## src/rtl/game_seq_ctrl.sv

```systemverilog
// Game sequencer: start-button synchroniser, SERVE/PLAY/LOST/OVER flow, lives and score.
// Optional pause in PLAY is built when GAME_SEQ_CTRL_PAUSE_EN is defined.
module game_seq_ctrl #(
    parameter int unsigned SERVE_FRAMES = 60,
    parameter int unsigned LOST_FRAMES  = 30,
    parameter int unsigned LIVES_INIT   = 3
) (
    input  logic       clk,
    input  logic       reset,
    input  logic       frame_tick,
    input  logic       btn_start,
    input  logic       ball_lost,
    input  logic       brick_hit,
    output logic       eng_rst_n,
    output logic       eng_run,
    output logic       overlay_en,
    output logic [1:0] lives,
    output logic [7:0] score,
    output logic [2:0] state
);

`ifdef GAME_SEQ_CTRL_PAUSE_EN
    typedef enum logic [2:0] {
        ST_IDLE  = 3'd0,
        ST_SERVE = 3'd1,
        ST_PLAY  = 3'd2,
        ST_LOST  = 3'd3,
        ST_OVER  = 3'd4,
        ST_PAUSE = 3'd5
    } state_e;
`else
    typedef enum logic [2:0] {
        ST_IDLE  = 3'd0,
        ST_SERVE = 3'd1,
        ST_PLAY  = 3'd2,
        ST_LOST  = 3'd3,
        ST_OVER  = 3'd4
    } state_e;
`endif

    localparam logic [7:0] SERVE_LAST = 8'(SERVE_FRAMES - 1);
    localparam logic [7:0] LOST_LAST  = 8'(LOST_FRAMES - 1);
    localparam logic [1:0] LIVES_LOAD = 2'(LIVES_INIT);

    function automatic logic [7:0] sat_inc8(input logic [7:0] v);
        return (v == 8'hFF) ? v : v + 8'd1;
    endfunction

    logic       sync1_q, sync2_q, prev_q, armed_q;
    logic [1:0] settle_q;
    logic       start_rise;

    state_e     state_q, state_d;
    logic [1:0] lives_q, lives_d;
    logic [7:0] score_q, score_d;
    logic [7:0] cnt_q, cnt_d;
    logic       eng_rst_n_q, eng_rst_n_d;
    logic       eng_run_q, eng_run_d;
    logic       overlay_en_q, overlay_en_d;

    // Edges are accepted only after the chain has refilled from reset and
    // been seen low, so a button held through reset release is not a start.
    always_ff @(posedge clk or negedge reset) begin
        if (!reset) begin
            sync1_q  <= 1'b0;
            sync2_q  <= 1'b0;
            prev_q   <= 1'b0;
            armed_q  <= 1'b0;
            settle_q <= 2'd0;
        end else begin
            sync1_q <= btn_start;
            sync2_q <= sync1_q;
            prev_q  <= sync2_q;
            if (settle_q != 2'd2) begin
                settle_q <= settle_q + 2'd1;
            end
            if (settle_q == 2'd2 && !sync2_q) begin
                armed_q <= 1'b1;
            end
        end
    end

    assign start_rise = sync2_q & ~prev_q & armed_q;

    always_ff @(posedge clk or negedge reset) begin
        if (!reset) begin
            state_q      <= ST_IDLE;
            lives_q      <= 2'd0;
            score_q      <= 8'd0;
            cnt_q        <= 8'd0;
            eng_rst_n_q  <= 1'b0;
            eng_run_q    <= 1'b0;
            overlay_en_q <= 1'b1;
        end else begin
            state_q      <= state_d;
            lives_q      <= lives_d;
            score_q      <= score_d;
            cnt_q        <= cnt_d;
            eng_rst_n_q  <= eng_rst_n_d;
            eng_run_q    <= eng_run_d;
            overlay_en_q <= overlay_en_d;
        end
    end

    always_comb begin
        state_d = state_q;
        lives_d = lives_q;
        score_d = score_q;
        cnt_d   = cnt_q;
        case (state_q)
            ST_IDLE: begin
                if (start_rise) begin
                    lives_d = LIVES_LOAD;
                    score_d = 8'd0;
                    state_d = ST_SERVE;
                end
            end
            ST_SERVE: begin
                if (frame_tick) begin
                    if (cnt_q == SERVE_LAST) begin
                        state_d = ST_PLAY;
                    end else begin
                        cnt_d = cnt_q + 8'd1;
                    end
                end
            end
            ST_PLAY: begin
                if (brick_hit) begin
                    score_d = sat_inc8(score_q);
                end
                if (ball_lost) begin
                    if (lives_q != 2'd0) begin
                        lives_d = lives_q - 2'd1;
                    end
                    state_d = ST_LOST;
                end
`ifdef GAME_SEQ_CTRL_PAUSE_EN
                else if (start_rise) begin
                    state_d = ST_PAUSE;
                end
`endif
            end
`ifdef GAME_SEQ_CTRL_PAUSE_EN
            ST_PAUSE: begin
                if (start_rise) begin
                    state_d = ST_PLAY;
                end
            end
`endif
            ST_LOST: begin
                if (frame_tick) begin
                    if (cnt_q == LOST_LAST) begin
                        state_d = (lives_q != 2'd0) ? ST_SERVE : ST_OVER;
                    end else begin
                        cnt_d = cnt_q + 8'd1;
                    end
                end
            end
            ST_OVER: begin
                if (start_rise) begin
                    state_d = ST_IDLE;
                end
            end
            default: begin
                state_d = ST_IDLE;
            end
        endcase

        // Outputs are decoded from the next state so they move with the state register.
        if (state_d != state_q) begin
            cnt_d = 8'd0;
        end
        eng_rst_n_d  = !(state_d == ST_SERVE && state_q != ST_SERVE);
        eng_run_d    = (state_d == ST_PLAY);
        overlay_en_d = (state_d == ST_IDLE) || (state_d == ST_OVER);
    end

    assign eng_rst_n  = eng_rst_n_q;
    assign eng_run    = eng_run_q;
    assign overlay_en = overlay_en_q;
    assign lives      = lives_q;
    assign score      = score_q;
    assign state      = state_q;

endmodule

```

## config.mk

```make
export PLATFORM = sky130hd
export DESIGN_NAME = game_seq_ctrl
export DESIGN_NICKNAME = d
export VERILOG_FILES = /design/src/rtl/game_seq_ctrl.sv
export SDC_FILE = /design/constraint.sdc
export NUM_CORES = 1
export LEC_CHECK = 0
export CORE_UTILIZATION = 53
export DETAILED_ROUTE_END_ITERATION = 8
export PLACE_DENSITY = 0.77
export SETUP_SLACK_MARGIN = 0.1
export SKIP_CTS_REPAIR_TIMING = 1
export SLEW_MARGIN = 20
export SYNTH_ARGS = -nofsm -noshare
export SYNTH_HDL_FRONTEND = slang
export SYNTH_SLANG_ARGS = --single-unit
```

## constraint.sdc

```tcl
create_clock -name clk -period 4.5 [get_ports clk]
set_input_delay 0.675 -clock clk [delete_from_list [all_inputs] [get_ports clk]]
set_output_delay 0.675 -clock clk [all_outputs]
set_load 0.1 [all_outputs]
```

==> impl_metrics.csv, run 1 <==
group,metric,value,unit
floorplan,dieHeight,57.6,microns
global_routing,initial_antenna_violation_count,0,
floorplan,dieWidth,57.6,microns
clock_network,cts_sinks,30,
sta,final_min_period_over_clock_period,62.0,%
clock_network,cts_buffer_depth,2,
setup_path,worst_path_dominant_cell_family,"buffers and inverters",
global_routing,global_route_wire_length_before_repair,5680,microns
clock_network,tritoncts_clock_tree,"yes",
floorplan,die_area,3320,sq um
pwr,leakage,0.802,nW
sta,hold_viol_final,0,
floorplan,design.portCount,22,
route,detailroute.via_count,1335,
finish,num-nets-final,193,
synthesis,ys_dominant_reg_cell,"sky130_fd_sc_hd__dfrtp_1",
setup_path,critical_path.startpoint_type,"register",
global_routing,maximum_number_of_pins_on_one_net_before_global_route_repair,31,
synthesis,netlist_instances,157,
pwr,combinationalPowerShare,27.1,%
setup_path,timing.critical_path.required,3830,ps
sta,finalSetupViolCount,0,
synthesis,synth.yosys.seq_area_share,45.9,%
route,post_drt_via_cell_ratio,6.24,
pwr,netSwitchingPower,0.000264,W
global_routing,via_count_of_the_first_global_routing_pass,1266,
sta,slew_at_the_pin_with_the_worst_max_slew_slack,977,ps
synthesis,post_synth.cell_area_avg,10.4,sq um
setup_path,timing.critical_path.arrival,2110,ps
pwr,swShare,35.2,%
pwr,vdd_ir_max,0.000342,V
global_routing,groute.usage.overall,22.9,%
setup_path,crit_path_max_fanout,13,
finish,n_antenna_cell,0,
clock_network,clk_root_buffer_cell,"sky130_fd_sc_hd__clkbuf_4",
route,ant_nets,0,
run,maxCapViolations,0,
route,drt-pass1-iter-count,6,
floorplan,initial_core_util,57.5,%
setup_path,critical_path.max_stage_delay,1210,ps
place,placedInstanceArea,1870,sq um
floorplan,std_cell_rows,19,
sta,final-max-slew-violation-count,0,
sta,worst_clock_skew,11.6,ps
sta,post-route-min-period,2790,ps
finish,post-route-cell-area,1950,sq um
place,hpwl_detailed,2360,microns
setup_path,critical_path_buf_inv_count,1,
synthesis,yosys_warnings,0,
synthesis,synth-async-reset-ratio,100,%
synthesis,synth_cell_types,48,
floorplan,floorplan.core_area,2850,sq um
route,drt_iter0_markers,116,
sta,timing.fmax,359,MHz
route,drc_errors,3,
clock_network,clkTransAtPathRegs,90,ps
synthesis,synth.cell_area,1640,sq um
worst_hold_path,worstHoldPathType,"register to register",
setup_path,worstPathCellList,"clkdlybuf4s50_1",
pwr,power.clock.fraction,28.2,%
setup_path,crit_slowest_cell,"sky130_fd_sc_hd__clkdlybuf4s50_1",
setup_path,criticalPathCategory,"register to primary output",
synthesis,mappedNetlistNets,168,
finish,synthToLayoutAreaGrowth,18.8,%
pwr,power_density,384,nW/um^2
place,quantity_of_i_o_buffers_inserted_on_ports,21,
global_routing,grt_overflow,0,
setup_path,timing.critical_path.to_type,"primary output",
pwr,power.share.sequential,44.7,%
finish,layout_common_cells,"sky130_fd_sc_hd__dfrtp_1 (29), sky130_fd_sc_hd__clkdlybuf4s50_1 (21), sky130_fd_sc_hd__inv_1 (11), sky130_fd_sc_hd__o21ai_0 (11), sky130_fd_sc_hd__nand3_1 (10)",
clock_network,cts_max_level,2,
route,finalWirelength,3300,microns
sta,finalSetupTns,0,ps
status,violations,"DRC",
synthesis,count_of_flip_flops_with_a_built_in_enable_after_synthesis,0,
synthesis,flop_and_latch_count_out_of_synthesis,30,
finish,drive_above_1_share,12.6,%
route,drt-wirelength-per-cell,15.4,microns
place,place_congestion,0.856,
clock_network,insertion_delay,340,ps
sta,slew_headroom,34.7,%
pwr,internal_power,0.000485,W
sta,grt_setup_unrepaired,"no",
finish,final_common_cell,"sky130_fd_sc_hd__dfrtp_1",
status,run_status,"complete, but fails checks",
clock_network,cts_buf_count,5,
-- cells by family (layout without fill, tap and decap cells) --
| logic type | Yosys count | after routing | synth area share [%] |
|---|---|---|---|
| muxes | 2 | 2 | 1.22 |
| and+or+nand+nor | 61 | 61 | 22.7 |
| DFF | 30 | 30 | 45.9 |
| xor gates and xnor gates | 5 | 5 | 2.67 |
| adders and majority gates | 5 | 5 | 3.82 |
| buffers and inverters | 15 | 41 | 4.12 |
| AOI/OAI and AO/OA | 39 | 39 | 19.6 |
-- area by class of cell --
type | count | area [sq um]
Clock buffer | 5 | 37.5
Clock inverter | 3 | 40.0
Fill cell | 239 | 906
Inverter | 11 | 41.3
Multi-Input combinational cell | 112 | 820
Sequential cell | 30 | 752
Tap cell | 31 | 38.8
Timing Repair Buffer | 22 | 218
-- final timing paths --
check	startpoint	endpoint	slack (ps)	cells after the start
min in group asynchronous	reset	score[4]	720	2
max in group asynchronous	reset	overlay_en	3470	2
max	state[2]	state[2]	1710	1
max reg2reg	score[0]	score[7]	2460	5
min	sync1_q	sync2_q	370	0
min reg2reg	sync1_q	sync2_q	370	0
-- sequential cells by signal, indices dropped and copies added (netlist names) --
signal and count:
sync2_q 1, eng_run 1, sync1_q 1, score 8
overlay_en 1, cnt_q 8, prev_q 1, lives 2
eng_rst_n 1, state 3, settle_q 2, armed_q 1
-- Yosys cell counts, types with 4 or more instances --
| master | instances | share of area (%) |
|---|---|---|
| sky130_fd_sc_hd__nor2_1 | 7 | 1.6 |
| sky130_fd_sc_hd__o21ai_0 | 11 | 3.4 |
| sky130_fd_sc_hd__a211oi_2 | 4 | 3.1 |
| sky130_fd_sc_hd__ha_1 | 5 | 3.8 |
| sky130_fd_sc_hd__inv_1 | 11 | 2.5 |
| sky130_fd_sc_hd__dfrtp_1 | 29 | 44 |
| sky130_fd_sc_hd__nand2_1 | 8 | 1.8 |
| sky130_fd_sc_hd__a21oi_1 | 4 | 1.2 |
| sky130_fd_sc_hd__or3_1 | 6 | 2.3 |
| sky130_fd_sc_hd__xnor2_1 | 4 | 2.1 |
| sky130_fd_sc_hd__nand3_1 | 10 | 3.1 |
| sky130_fd_sc_hd__nor3_1 | 8 | 2.4 |
-- power groups by stage --
stage	combinational [W]	clock, W	sequential, W
final	0.000203	0.000211	0.000335
after global routing	0.000221	0.000229	0.000342
after CTS	0.000205	0.000219	0.000334
after detailed placement	0.000203	0	0.000339
after global placement	0.000198	0	0.000337
after floorplan	0.0000905	0	0.000399
-- per-layer routing --
| metal | up-vias | global-route usage [%] | routed length [microns] | share of wire (%) |
|---|---|---|---|---|
| met5 | - | 0 | 0 | 0 |
| met4 | 0 | 8.36 | 46 | 1.4 |
| met3 | 6 | 7.37 | 136 | 4.1 |
| met2 | 23 | 39.0 | 1720 | 52 |
| met1 | 662 | 27.2 | 1400 | 42 |
| li1 | 644 | - | - | - |
-- metrics by stage --
step	instances	worst slack (ps)	total power (W)	utilization (%)	hold slack [ps]
2_1_floorplan	157	2280	0.000490	-	331
3_3_place_gp	206	2110	0.000534	65.5	334
3_5_place_dp	206	2080	0.000542	65.5	347
4_1_cts	214	1690	0.000759	68.2	369
5_1_grt	214	1620	0.000791	68.2	385
6_report	214	1710	0.000748	68.2	371
(Power assumes the default switching activity.)
==> inputs of run 2 (changes only) <==
- clock period: 4.5 -> 2.7 ns (I/O delays scaled with it)
==> impl_metrics.csv, run 2 (synthesized netlist as in run 1, its figures left out) <==
group,metric,value,unit
status,run_status,"complete, but fails checks",
status,violations,"DRC",
route,detailroute.via_count,1310,
route,drc_errors,3,
clock_network,cts_buf_count,5,
floorplan,std_cell_rows,19,
floorplan,dieWidth,57.6,microns
global_routing,initial_antenna_violation_count,0,
floorplan,dieHeight,57.6,microns
finish,synthToLayoutAreaGrowth,15.3,%
finish,drive_above_1_share,20.8,%
setup_path,timing.critical_path.required,2970,ps
setup_path,timing.critical_path.to_type,"register",
route,ant_nets,0,
sta,final-max-slew-violation-count,0,
sta,slew_headroom,38.9,%
place,place_congestion,0.850,
finish,n_antenna_cell,0,
floorplan,design.portCount,22,
floorplan,floorplan.core_area,2850,sq um
sta,slew_at_the_pin_with_the_worst_max_slew_slack,916,ps
pwr,leakage,0.818,nW
setup_path,timing.critical_path.arrival,2330,ps
route,drt-wirelength-per-cell,15.3,microns
global_routing,via_count_of_the_first_global_routing_pass,1224,
route,post_drt_via_cell_ratio,6.12,
floorplan,die_area,3320,sq um
sta,post-route-min-period,2060,ps
floorplan,initial_core_util,57.5,%
global_routing,maximum_number_of_pins_on_one_net_before_global_route_repair,18,
setup_path,criticalPathCategory,"register to register",
clock_network,cts_sinks,30,
clock_network,cts_buffer_depth,2,
global_routing,global_route_wire_length_before_repair,5560,microns
setup_path,crit_path_max_fanout,14,
place,placedInstanceArea,1830,sq um
finish,final_common_cell,"sky130_fd_sc_hd__dfrtp_1",
pwr,vdd_ir_max,0.000392,V
place,hpwl_detailed,2440,microns
sta,worst_clock_skew,12.8,ps
finish,post-route-cell-area,1890,sq um
route,drt-pass1-iter-count,6,
sta,final_min_period_over_clock_period,76.2,%
clock_network,tritoncts_clock_tree,"yes",
setup_path,critical_path.startpoint_type,"register",
route,drt_iter0_markers,79,
pwr,power_density,620,nW/um^2
finish,layout_common_cells,"sky130_fd_sc_hd__dfrtp_1 (29), sky130_fd_sc_hd__buf_4 (17), sky130_fd_sc_hd__inv_1 (11), sky130_fd_sc_hd__o21ai_0 (11), sky130_fd_sc_hd__nand3_1 (10)",
clock_network,clkTransAtPathRegs,100,ps
sta,finalSetupViolCount,0,
run,maxCapViolations,0,
worst_hold_path,worstHoldPathType,"register to register",
sta,finalSetupTns,0,ps
global_routing,grt_overflow,0,
clock_network,insertion_delay,330,ps
finish,num-nets-final,193,
place,quantity_of_i_o_buffers_inserted_on_ports,21,
sta,timing.fmax,486,MHz
sta,grt_setup_unrepaired,"no",
sta,hold_viol_final,0,
clock_network,clk_root_buffer_cell,"sky130_fd_sc_hd__clkbuf_4",
clock_network,cts_max_level,2,
finish,fillers,222,
global_routing,groute.usage.overall,22.6,%
route,finalWirelength,3280,microns
run 2: changes by cell type in the layout (fill, tap and decap cells not counted):
cell	delta
sky130_fd_sc_hd__buf_4	+16
sky130_fd_sc_hd__clkdlybuf4s50_1	-16
sky130_fd_sc_hd__bufinv_16	-1
sky130_fd_sc_hd__clkbuf_1	+1
sky130_fd_sc_hd__clkbuf_8	+1
sky130_fd_sc_hd__clkinv_2	-1
run 2: layout make-up:
class / count / area [sq um] / area share, %
tap: 31 / 38.8 / 2.05
clock buffer: 7 / 55.1 / 2.91
timing repair buffer: 22 / 178 / 9.40
inverter: 11 / 41.3 / 2.19
sequential: 30 / 752 / 39.8
multi-input combinational: 112 / 820 / 43.4
clock inverter: 1 / 5.00 / 0.265
run 2: metrics by stage:
| step | util (%) | hold WS, ps | worst slack [ps] | std cells | total power (W) |
|---|---|---|---|---|---|
| 2_1_floorplan | - | 109 | 480 | 157 | 0.000816 |
| 3_3_place_gp | 64.1 | 348 | 583 | 206 | 0.000886 |
| 3_5_place_dp | 64.1 | 346 | 502 | 206 | 0.000899 |
| 4_1_cts | 66.2 | 369 | 658 | 214 | 0.00119 |
| 5_1_grt | 66.2 | 391 | 446 | 214 | 0.00124 |
| 6_report | 66.2 | 369 | 642 | 214 | 0.00117 |
run 2: report_power, final:
group	total, W	internal [W]	switching (W)
Clock	0.000280	0.000126	0.000154
Sequential	0.000559	0.000497	0.0000619
Combinational	0.000331	0.000112	0.000219
run 2: worst max-delay path, stage by stage (launching register included):
cell,delay [ps]
sky130_fd_sc_hd__dfrtp_1,530
sky130_fd_sc_hd__nor2_1,230
sky130_fd_sc_hd__o2111ai_1,460
sky130_fd_sc_hd__or4_1,630
sky130_fd_sc_hd__a21oi_1,150
run 2: final timing paths:
kind | endpoint | startpoint | cells after the start | slack, ps
min reg2reg | sync2_q | sync1_q | 0 | 370
max in group asynchronous | settle_q[0] | reset | 2 | 1580
max | score[7] | state[2] | 4 | 640
min | sync2_q | sync1_q | 0 | 370
min in group asynchronous | lives[0] | reset | 1 | 450
max reg2reg | score[7] | state[2] | 4 | 640
run 2: per-layer routing:
| metal | share of wire, % | GRT usage [%] | vias up |
|---|---|---|---|
| li1 | - | - | 644 |
| met1 | 45 | 29.3 | 630 |
| met2 | 49 | 36.2 | 31 |
| met3 | 4.0 | 6.47 | 5 |
| met4 | 1.4 | 8.71 | 0 |
| met5 | 0 | 0 | - |
